File: src/rtl/alu_pkg.sv
// rtl/alu_pkg.sv - opcode and FSM state definitions for the sequential n-way ALU
package alu_pkg;

  localparam logic [3:0] OP_ADD  = 4'd0;
  localparam logic [3:0] OP_SUB  = 4'd1;
  localparam logic [3:0] OP_NOT  = 4'd2;
  localparam logic [3:0] OP_AND  = 4'd3;
  localparam logic [3:0] OP_OR   = 4'd4;
  localparam logic [3:0] OP_XOR  = 4'd5;
  localparam logic [3:0] OP_SLT  = 4'd6;
  localparam logic [3:0] OP_EQ   = 4'd7;
  localparam logic [3:0] OP_SLL  = 4'd8;
  localparam logic [3:0] OP_SRL  = 4'd9;
  localparam logic [3:0] OP_SRA  = 4'd10;
  localparam logic [3:0] OP_MUL  = 4'd11;
  localparam logic [3:0] OP_SLTU = 4'd12;

  typedef enum logic [1:0] {
    S_IDLE,
    S_BUSY,
    S_DONE
  } state_t;

endpackage

File: src/rtl/addsub_nway.sv
// rtl/addsub_nway.sv - shared combinational adder/subtractor with carry/borrow and overflow
module addsub_nway #(
  parameter int WIDTH = 8
) (
  input  logic [WIDTH-1:0] a,
  input  logic [WIDTH-1:0] b,
  input  logic             sub,
  output logic [WIDTH-1:0] sum,
  output logic             cf,
  output logic             of
);

  logic [WIDTH-1:0] b_eff;
  logic [WIDTH:0]   full;

  assign b_eff = sub ? ~b : b;
  assign full  = {1'b0, a} + {1'b0, b_eff} + {{WIDTH{1'b0}}, sub};
  assign sum   = full[WIDTH-1:0];

  // Subtract reports borrow, i.e. inverted carry-out, so cf means a < b unsigned.
  assign cf = sub ? ~full[WIDTH] : full[WIDTH];
  assign of = sub ? ((a[WIDTH-1] != b[WIDTH-1]) & (sum[WIDTH-1] != a[WIDTH-1]))
                  : ((a[WIDTH-1] == b[WIDTH-1]) & (sum[WIDTH-1] != a[WIDTH-1]));

endmodule

File: src/rtl/alu_nway_seq.sv
// rtl/alu_nway_seq.sv - registered WIDTH-bit ALU with valid/ready handshakes
// and an iterative shift-add multiplier; one operation in flight at a time.
module alu_nway_seq
  import alu_pkg::*;
#(
  parameter int WIDTH = 8,
  parameter int SHW   = $clog2(WIDTH)
) (
  input  logic             clk,
  input  logic             rst,
  input  logic             in_valid,
  output logic             in_ready,
  input  logic [WIDTH-1:0] a,
  input  logic [WIDTH-1:0] b,
  input  logic [3:0]       sel,
  output logic             out_valid,
  input  logic             out_ready,
  output logic [WIDTH-1:0] out,
  output logic             cf,
  output logic             of,
  output logic             zf
);

  localparam int CW = $clog2(WIDTH + 1);

  state_t           state_q, state_d;
  logic [WIDTH-1:0] out_q, out_d;
  logic             cf_q, cf_d, of_q, of_d, zf_q, zf_d;
  logic [WIDTH-1:0] mcand_q, mcand_d, mult_q, mult_d, acc_q, acc_d;
  logic [CW-1:0]    cnt_q, cnt_d;

  logic             as_sub, as_cf, as_of;
  logic [WIDTH-1:0] as_sum;
  logic [SHW-1:0]   shamt;
  logic [WIDTH-1:0] res, acc_n;
  logic             res_cf, res_of, accept;

  assign as_sub = (sel != OP_ADD);
  assign shamt  = b[SHW-1:0];

  addsub_nway #(.WIDTH(WIDTH)) u_addsub (
    .a   (a),
    .b   (b),
    .sub (as_sub),
    .sum (as_sum),
    .cf  (as_cf),
    .of  (as_of)
  );

  always_comb begin
    res    = '0;
    res_cf = 1'b0;
    res_of = 1'b0;
    case (sel)
      OP_ADD, OP_SUB: begin
        res    = as_sum;
        res_cf = as_cf;
        res_of = as_of;
      end
      OP_NOT:  res = ~a;
      OP_AND:  res = a & b;
      OP_OR:   res = a | b;
      OP_XOR:  res = a ^ b;
      OP_SLT:  res = {{(WIDTH-1){1'b0}}, as_sum[WIDTH-1] ^ as_of};
      OP_EQ:   res = {{(WIDTH-1){1'b0}}, a == b};
      OP_SLL:  res = a << shamt;
      OP_SRL:  res = a >> shamt;
      OP_SRA:  res = $signed(a) >>> shamt;
      OP_SLTU: res = {{(WIDTH-1){1'b0}}, as_cf};
      default: ;
    endcase
  end

  assign in_ready  = (state_q == S_IDLE) | ((state_q == S_DONE) & out_ready);
  assign out_valid = (state_q == S_DONE);
  assign accept    = in_valid & in_ready;
  assign acc_n     = acc_q + (mult_q[0] ? mcand_q : '0);

  always_comb begin
    state_d = state_q;
    out_d   = out_q;
    cf_d    = cf_q;
    of_d    = of_q;
    zf_d    = zf_q;
    mcand_d = mcand_q;
    mult_d  = mult_q;
    acc_d   = acc_q;
    cnt_d   = cnt_q;
    case (state_q)
      S_BUSY: begin
        mcand_d = mcand_q << 1;
        mult_d  = mult_q >> 1;
        acc_d   = acc_n;
        cnt_d   = cnt_q - CW'(1);
        // Last partial product is folded straight into out: WIDTH+1 cycle latency.
        if (cnt_q == CW'(1)) begin
          out_d   = acc_n;
          cf_d    = 1'b0;
          of_d    = 1'b0;
          zf_d    = (acc_n == '0);
          state_d = S_DONE;
        end
      end
      S_DONE:  if (out_ready) state_d = S_IDLE;
      default: ;
    endcase
    if (accept) begin
      if (sel == OP_MUL) begin
        mcand_d = a;
        mult_d  = b;
        acc_d   = '0;
        cnt_d   = CW'(WIDTH);
        state_d = S_BUSY;
      end else begin
        out_d   = res;
        cf_d    = res_cf;
        of_d    = res_of;
        zf_d    = (res == '0);
        state_d = S_DONE;
      end
    end
  end

  always_ff @(posedge clk or posedge rst) begin
    if (rst) begin
      state_q <= S_IDLE;
      out_q   <= '0;
      cf_q    <= 1'b0;
      of_q    <= 1'b0;
      zf_q    <= 1'b0;
      mcand_q <= '0;
      mult_q  <= '0;
      acc_q   <= '0;
      cnt_q   <= '0;
    end else begin
      state_q <= state_d;
      out_q   <= out_d;
      cf_q    <= cf_d;
      of_q    <= of_d;
      zf_q    <= zf_d;
      mcand_q <= mcand_d;
      mult_q  <= mult_d;
      acc_q   <= acc_d;
      cnt_q   <= cnt_d;
    end
  end

  assign out = out_q;
  assign cf  = cf_q;
  assign of  = of_q;
  assign zf  = zf_q;

endmodule

File: config.mk
export PLATFORM = sky130hd
export DESIGN_NAME = alu_nway_seq
export DESIGN_NICKNAME = d
export VERILOG_FILES = /design/src/rtl/alu_pkg.sv /design/src/rtl/addsub_nway.sv /design/src/rtl/alu_nway_seq.sv
export SDC_FILE = /design/constraint.sdc
export NUM_CORES = 1
export LEC_CHECK = 0
export CORE_ASPECT_RATIO = 0.9
export CORE_MARGIN = 2
export CORE_UTILIZATION = 65
export CTS_BUF_LIST = sky130_fd_sc_hd__clkbuf_2 sky130_fd_sc_hd__clkbuf_4 sky130_fd_sc_hd__clkbuf_8
export CTS_CLUSTER_SIZE = 30
export DETAILED_ROUTE_END_ITERATION = 6
export GPL_TIMING_DRIVEN = 0
export PLACE_DENSITY = 0.89
export SLEW_MARGIN = 40
export SYNTH_ARGS = -nofsm -noshare
export SYNTH_HDL_FRONTEND = slang
export SYNTH_SLANG_ARGS = --single-unit
File: constraint.sdc
create_clock -name clk -period 3.8 [get_ports clk]
set_input_delay 0.57 -clock clk [delete_from_list [all_inputs] [get_ports clk]]
set_output_delay 0.57 -clock clk [all_outputs]
set_load 0.03 [all_outputs]
==> flow_summary.toml, run 1 <==
[sta]
clock.fmax_mhz = 273
maxSlewViolCount = 0
skew_ps = 7.70
max_slew_margin_pct = 53.7
worst_pin_slew_ps = 686
period_minus_slack_ps = 3670
setup_viol = 0
tns_ps = 0
report.final.hold_viol_count = 0
fin_crit_sh_pct = 96.5

[grt]
antenna_found_initial = 0
grt_max_degree = 42
grt_pass1_wl_mm = 18.5
grt-ovfl-total = 0
grtUsageTotal_pct = 34.9
grt_pass1_vias = 3550

[yosys]
async_reset_ff_share_pct = 100
synth_seq_cells = 41
synth_edf_count = 0
synth_ff_type = "dfrtp_1"
syn_area_mm2 = 0.00398
synth_area_leaders = "dfrtp_1 (26%), ha_1 (11%), mux4_2 (5.7%)"
syn_inst = 463
syn-num-nets = 523
ys_seq_area_share_pct = 25.8
ys_warn_count = 0
yosysTopAreaCellShare_pct = 25.8
ys_types = 62
synth_area_leader_cell = "dfrtp_1"
synth.avg_cell_area_um2 = 8.60

[worst_hold_path]
hp-class = "reg2reg"

[place]
placed_cells_incl_taps = 571
gp_congestion = 1.07
hpwl_mm = 8.81
portBuffers = 36

[cts]
cts_buffers = 5
clock-sinks = 41
clkLatencyLatePin_ps = 290
cts_root_buf = "clkbuf_8"
clkTransAtPathRegs_ps = 70
cts_tree = "done"
cts.htree.levels = 2
cts_hold_buf = 0
cts_max_path_buffers = 2

[outcome]
status = "completed"

[route]
firstDrtPassIters = 6
avgViaCountPerCell = 6.68
wl_per_cell_um = 20.0
drt_iter0_markers = 444
finalWirelength_mm = 11.6
route.vias.total = 3866
drc = 0
ant_nets = 0

[run]
max-cap-violations = 0

[die]
die-area_mm2 = 0.00677
die_w_um = 86.5
rows = 27
start_util_pct = 66.3
core_mm2 = 0.00601
ios = 37
dieHeight_um = 78.3

[layout]
insertedDiodeCount = 0
layout.nets = 566
syn_to_final_growth_pct = 16.0
nFillCells = 460
stdcell_count = 579
drive_gt1_share_pct = 10.1

[setup_path]
worstPathMaxFanout = 10
crit_path_end_kind = "flop"
arrival_ps = 3900
critPathKind = "in2reg"
critical_path_required_ps = 4030
start_kind = "input pin"

[pwr]
leakage_uw = 0.00202
vdd_drop_max_mv = 0.257
p_per_area_mw_per_mm2 = 487
-- cell usage after synthesis (4+ instances only) --
cell,instances
buf_2,8
dfrtp_1,41
inv_1,25
clkbuf_1,15
o211ai_1,5
nand3_1,8
mux2i_1,20
mux4_2,10
ha_1,34
xor2_1,8
mux2_2,5
nor3_1,5
o22ai_1,12
nor4_1,7
a211oi_1,8
xnor2_1,16
nand2b_1,11
nor2b_1,8
a21oi_1,22
a31oi_1,4
and2_1,8
nor2_1,29
o31ai_1,4
o21ai_0,29
nand2_1,56
a22oi_1,6
-- layout by cell type, fill, tap and decap left out, types with 10 or more instances in the layout --
cell type	count
inv_1	24
nor2_1	29
mux2i_1	20
clkdlybuf4s50_1	33
ha_1	34
a21oi_1	22
nand2b_1	11
o22ai_1	12
clkbuf_1	14
dfrtp_1	41
nand2_1	56
o21ai_0	29
mux4_2	10
xnor2_1	16
-- what timing repair did --
item / in CTS / in global routing
gates cloned: 0 / 0
pin swaps: 0 / 3
gates resized for setup: 9 / 5
hold endpoints to repair: 0 / 0
buffers inserted: 0 / 1
endpoints found under the setup margin: 8 / 2
-- kinds of logic after synthesis --
kind of cell / count (synthesis) / share of synthesized area [%]
xor gates and xnor gates: 24 / 5.28
buffers and inverters: 53 / 5.53
DFF: 41 / 25.8
muxes: 35 / 12.1
adders and majority gates: 36 / 11.7
and+or+nand+nor: 154 / 19.4
AOI/OAI and AO/OA: 120 / 20.2
-- where the power goes --
group	total (µW)	switching, µW	leakage, µW	internal, µW
Combinational	1230	714	0.00144	514
Clock	287	153	0.0000484	135
Sequential	734	126	0.000527	608
-- per-stage QoR --
step                      power [µW]  worst slack, ps  hold slack, ps  util, %  instance area, µm²
after floorplan                 1550              194             485        -                3980
after global placement          1870            -1520             491     73.7                4430
after detailed placement        1930            -1370             501     73.9                4440
after global routing            2390            -3.39             550     76.8                4620
after CTS                       2220             40.8             522     76.1                4570
final                           2250              133             518     76.8                4620
-- final cells by class --
class / instances / area [µm²] / share of cell area, %
inverter: 25 / 96.3 / 2.09
clock buffer: 6 / 76.3 / 1.65
timing repair buffer: 37 / 372 / 8.04
clock inverter: 2 / 10.0 / 0.217
buffer: 27 / 134 / 2.90
tap: 72 / 90.1 / 1.95
sequential: 41 / 1030 / 22.2
multi-input combinational: 369 / 2820 / 61.0
-- worst max-delay path: stages --
cell and delay [ps]:
dlygate4sd2_1 360, nor4_4 440, buf_8 210, xnor2_1 200, ha_1 320, a31oi_1 190
o32ai_1 180, o41ai_2 420, xnor2_1 140, a221o_1 370, nor4_2 290, a32o_2 200
-- state kept, by name (all words and copies together), names as in the netlist --
signal,cells
acc_q,8
mcand_q,8
mult_q,8
out,8
cnt_q,4
state_q,2
cf,1
of,1
zf,1
-- metal layers --
| layer | vias up | part of all wire [%] | GRT usage, % |
|---|---|---|---|
| li1 | 1785 | - | - |
| met1 | 1817 | 42 | 49.1 |
| met2 | 223 | 47 | 55.2 |
| met3 | 41 | 8.8 | 5.26 |
| met4 | 0 | 2.7 | 11.4 |
| met5 | - | 0 | 0 |
-- worst paths after layout --
kind                       startpoint         to  slack (ps)  cells after the start
max in group asynchronous         rst     out[6]        2780                      2
setup reg to reg            mult_q[0]         zf        1050                      9
setup / recovery               sel[0]         zf         130                     12
hold / removal                     of         of         520                      2
min in group asynchronous         rst  mult_q[2]         660                      2
hold reg to reg                    of         of         520                      2
No activity file was read; power rests on OpenSTA's default activity.
==> inputs of run 2 (changes only) <==
- CORE_ASPECT_RATIO: 0.9 -> 2
==> flow_summary.toml, run 2 (synthesized netlist as in run 1, its figures left out) <==
[sta]
maxSlewViolCount = 0
worst_pin_slew_ps = 863
period_minus_slack_ps = 3680
max_slew_margin_pct = 42.5
setup_viol = 0
clock.fmax_mhz = 272
tns_ps = 0
report.final.hold_viol_count = 0
skew_ps = 6.84
fin_crit_sh_pct = 96.8

[cts]
cts_root_buf = "clkbuf_8"
cts_max_path_buffers = 2
cts_hold_buf = 0
clkTransAtPathRegs_ps = 80
cts.htree.levels = 2
cts_tree = "done"
cts_buffers = 5
clkLatencyLatePin_ps = 300
clock-sinks = 41

[setup_path]
start_kind = "input pin"
cp_top_family = "compound AO/OA/AOI/OAI gates"
worstPathMaxFanout = 10
crit_path_end_kind = "flop"
crit_buf_inv = 2
critical_path_required_ps = 4030
arrival_ps = 3910
worstPathCellList = "clkdlybuf4s50_1, nor4_4, buf_8, xnor2_1, fa_1, a211oi_2, o31ai_1, xor2_1, a2111oi_4, o2111ai_1, nor4_2, a32o_2"
cpMaxStageDelayCell = "clkdlybuf4s50_1"
cpPeakStageDelay_ps = 490
critPathKind = "in2reg"

[layout]
final_common_cell = "nand2_1"
stdcell_count = 571
utilization_pct = 78.5
insertedDiodeCount = 0
syn_to_final_growth_pct = 17.3
mostFrequentLayoutCells = "nand2_1 (56), dfrtp_1 (41), clkdlybuf4s50_1 (35)"
fin_area_mm2 = 0.00467
drive_gt1_share_pct = 10.6
layout.nets = 567

[route]
drc = 0
finalWirelength_mm = 13.6
ant_nets = 0
drt_iter0_markers = 250
firstDrtPassIters = 5
wl_per_cell_um = 23.8
avgViaCountPerCell = 7.00
route.vias.total = 3998

[grt]
antenna_found_initial = 0
grtUsageTotal_pct = 42.2
grt_max_degree = 28
grt_pass1_vias = 4155
grt-ovfl-total = 0
grt_pass1_wl_mm = 21.1

[place]
placed_cells_incl_taps = 563
hpwl_mm = 10.5
gp_congestion = 1.03
portBuffers = 36
place_area_mm2 = 0.00447

[die]
core_mm2 = 0.00596
die-area_mm2 = 0.00681
die_w_um = 59.4
rows = 40
dieHeight_um = 115
start_util_pct = 66.9
ios = 37

[worst_hold_path]
hp-class = "reg2reg"

[pwr]
leakage_uw = 0.00203
vdd_drop_max_mv = 0.196
p_per_area_mw_per_mm2 = 511

[run]
max-cap-violations = 0

[outcome]
status = "completed"
-- run 2: through the flow --
| step | setup slack, ps | hold WS, ps | total power [µW] |
|---|---|---|---|
| finish | 122 | 511 | 2390 |
| CTS | 2.99 | 512 | 2350 |
| global route | -50.6 | 544 | 2520 |
| floorplan | 194 | 485 | 1550 |
| global placement | -1130 | 494 | 1890 |
| detailed placement | -1270 | 494 | 1960 |
-- run 2: layout make-up --
cell class / instances / area [µm²]
Clock inverter: 1 / 30.0
Multi-Input combinational cell: 369 / 2830
Clock buffer: 7 / 90.1
Buffer: 27 / 134
Fill cell: 404 / 1280
Sequential cell: 41 / 1030
Timing Repair Buffer: 38 / 390
Inverter: 25 / 93.8
Tap cell: 63 / 78.8
-- run 2: layer usage --
layer	global-route usage, %	vias up	part of all wire, %
met5	0	-	0
met4	40.5	0	11
met1	38.5	1847	31
met3	8.14	106	7.0
li1	-	1784	-
met2	72.8	261	52
-- run 2: worst paths after layout --
path                       slack, ps  depth (start not counted)  startpoint         to
hold / removal                   510                          2          cf         cf
max in group asynchronous       2780                          3         rst         zf
min in group asynchronous        560                          2         rst  mult_q[2]
setup / recovery                 120                         12      sel[1]         zf
setup reg to reg                 750                          9   mult_q[0]         zf
hold reg to reg                  510                          2          cf         cf
-- run 2: worst min-delay path: cells and delay by family (launching register included) --
kind	cells	cell delay [ps]
flip-flops	1	350
AND/OR/NAND/NOR	1	60
AO/OA/AOI/OAI	1	60
-- run 2: power by group --
| group | switching (µW) | total, µW | internal (µW) |
|---|---|---|---|
| registers | 129 | 737 | 608 |
| clock network | 152 | 373 | 221 |
| logic | 758 | 1280 | 518 |
| total | 1040 | 2390 | 1350 |
-- run 2: repair_timing --
| item | 4_1_cts | 5_1_grt |
|---|---|---|
| setup endpoints to repair | 10 | 3 |
| buffers inserted | 0 | 1 |
| pin swaps | 1 | 2 |
| resized for setup | 9 | 6 |
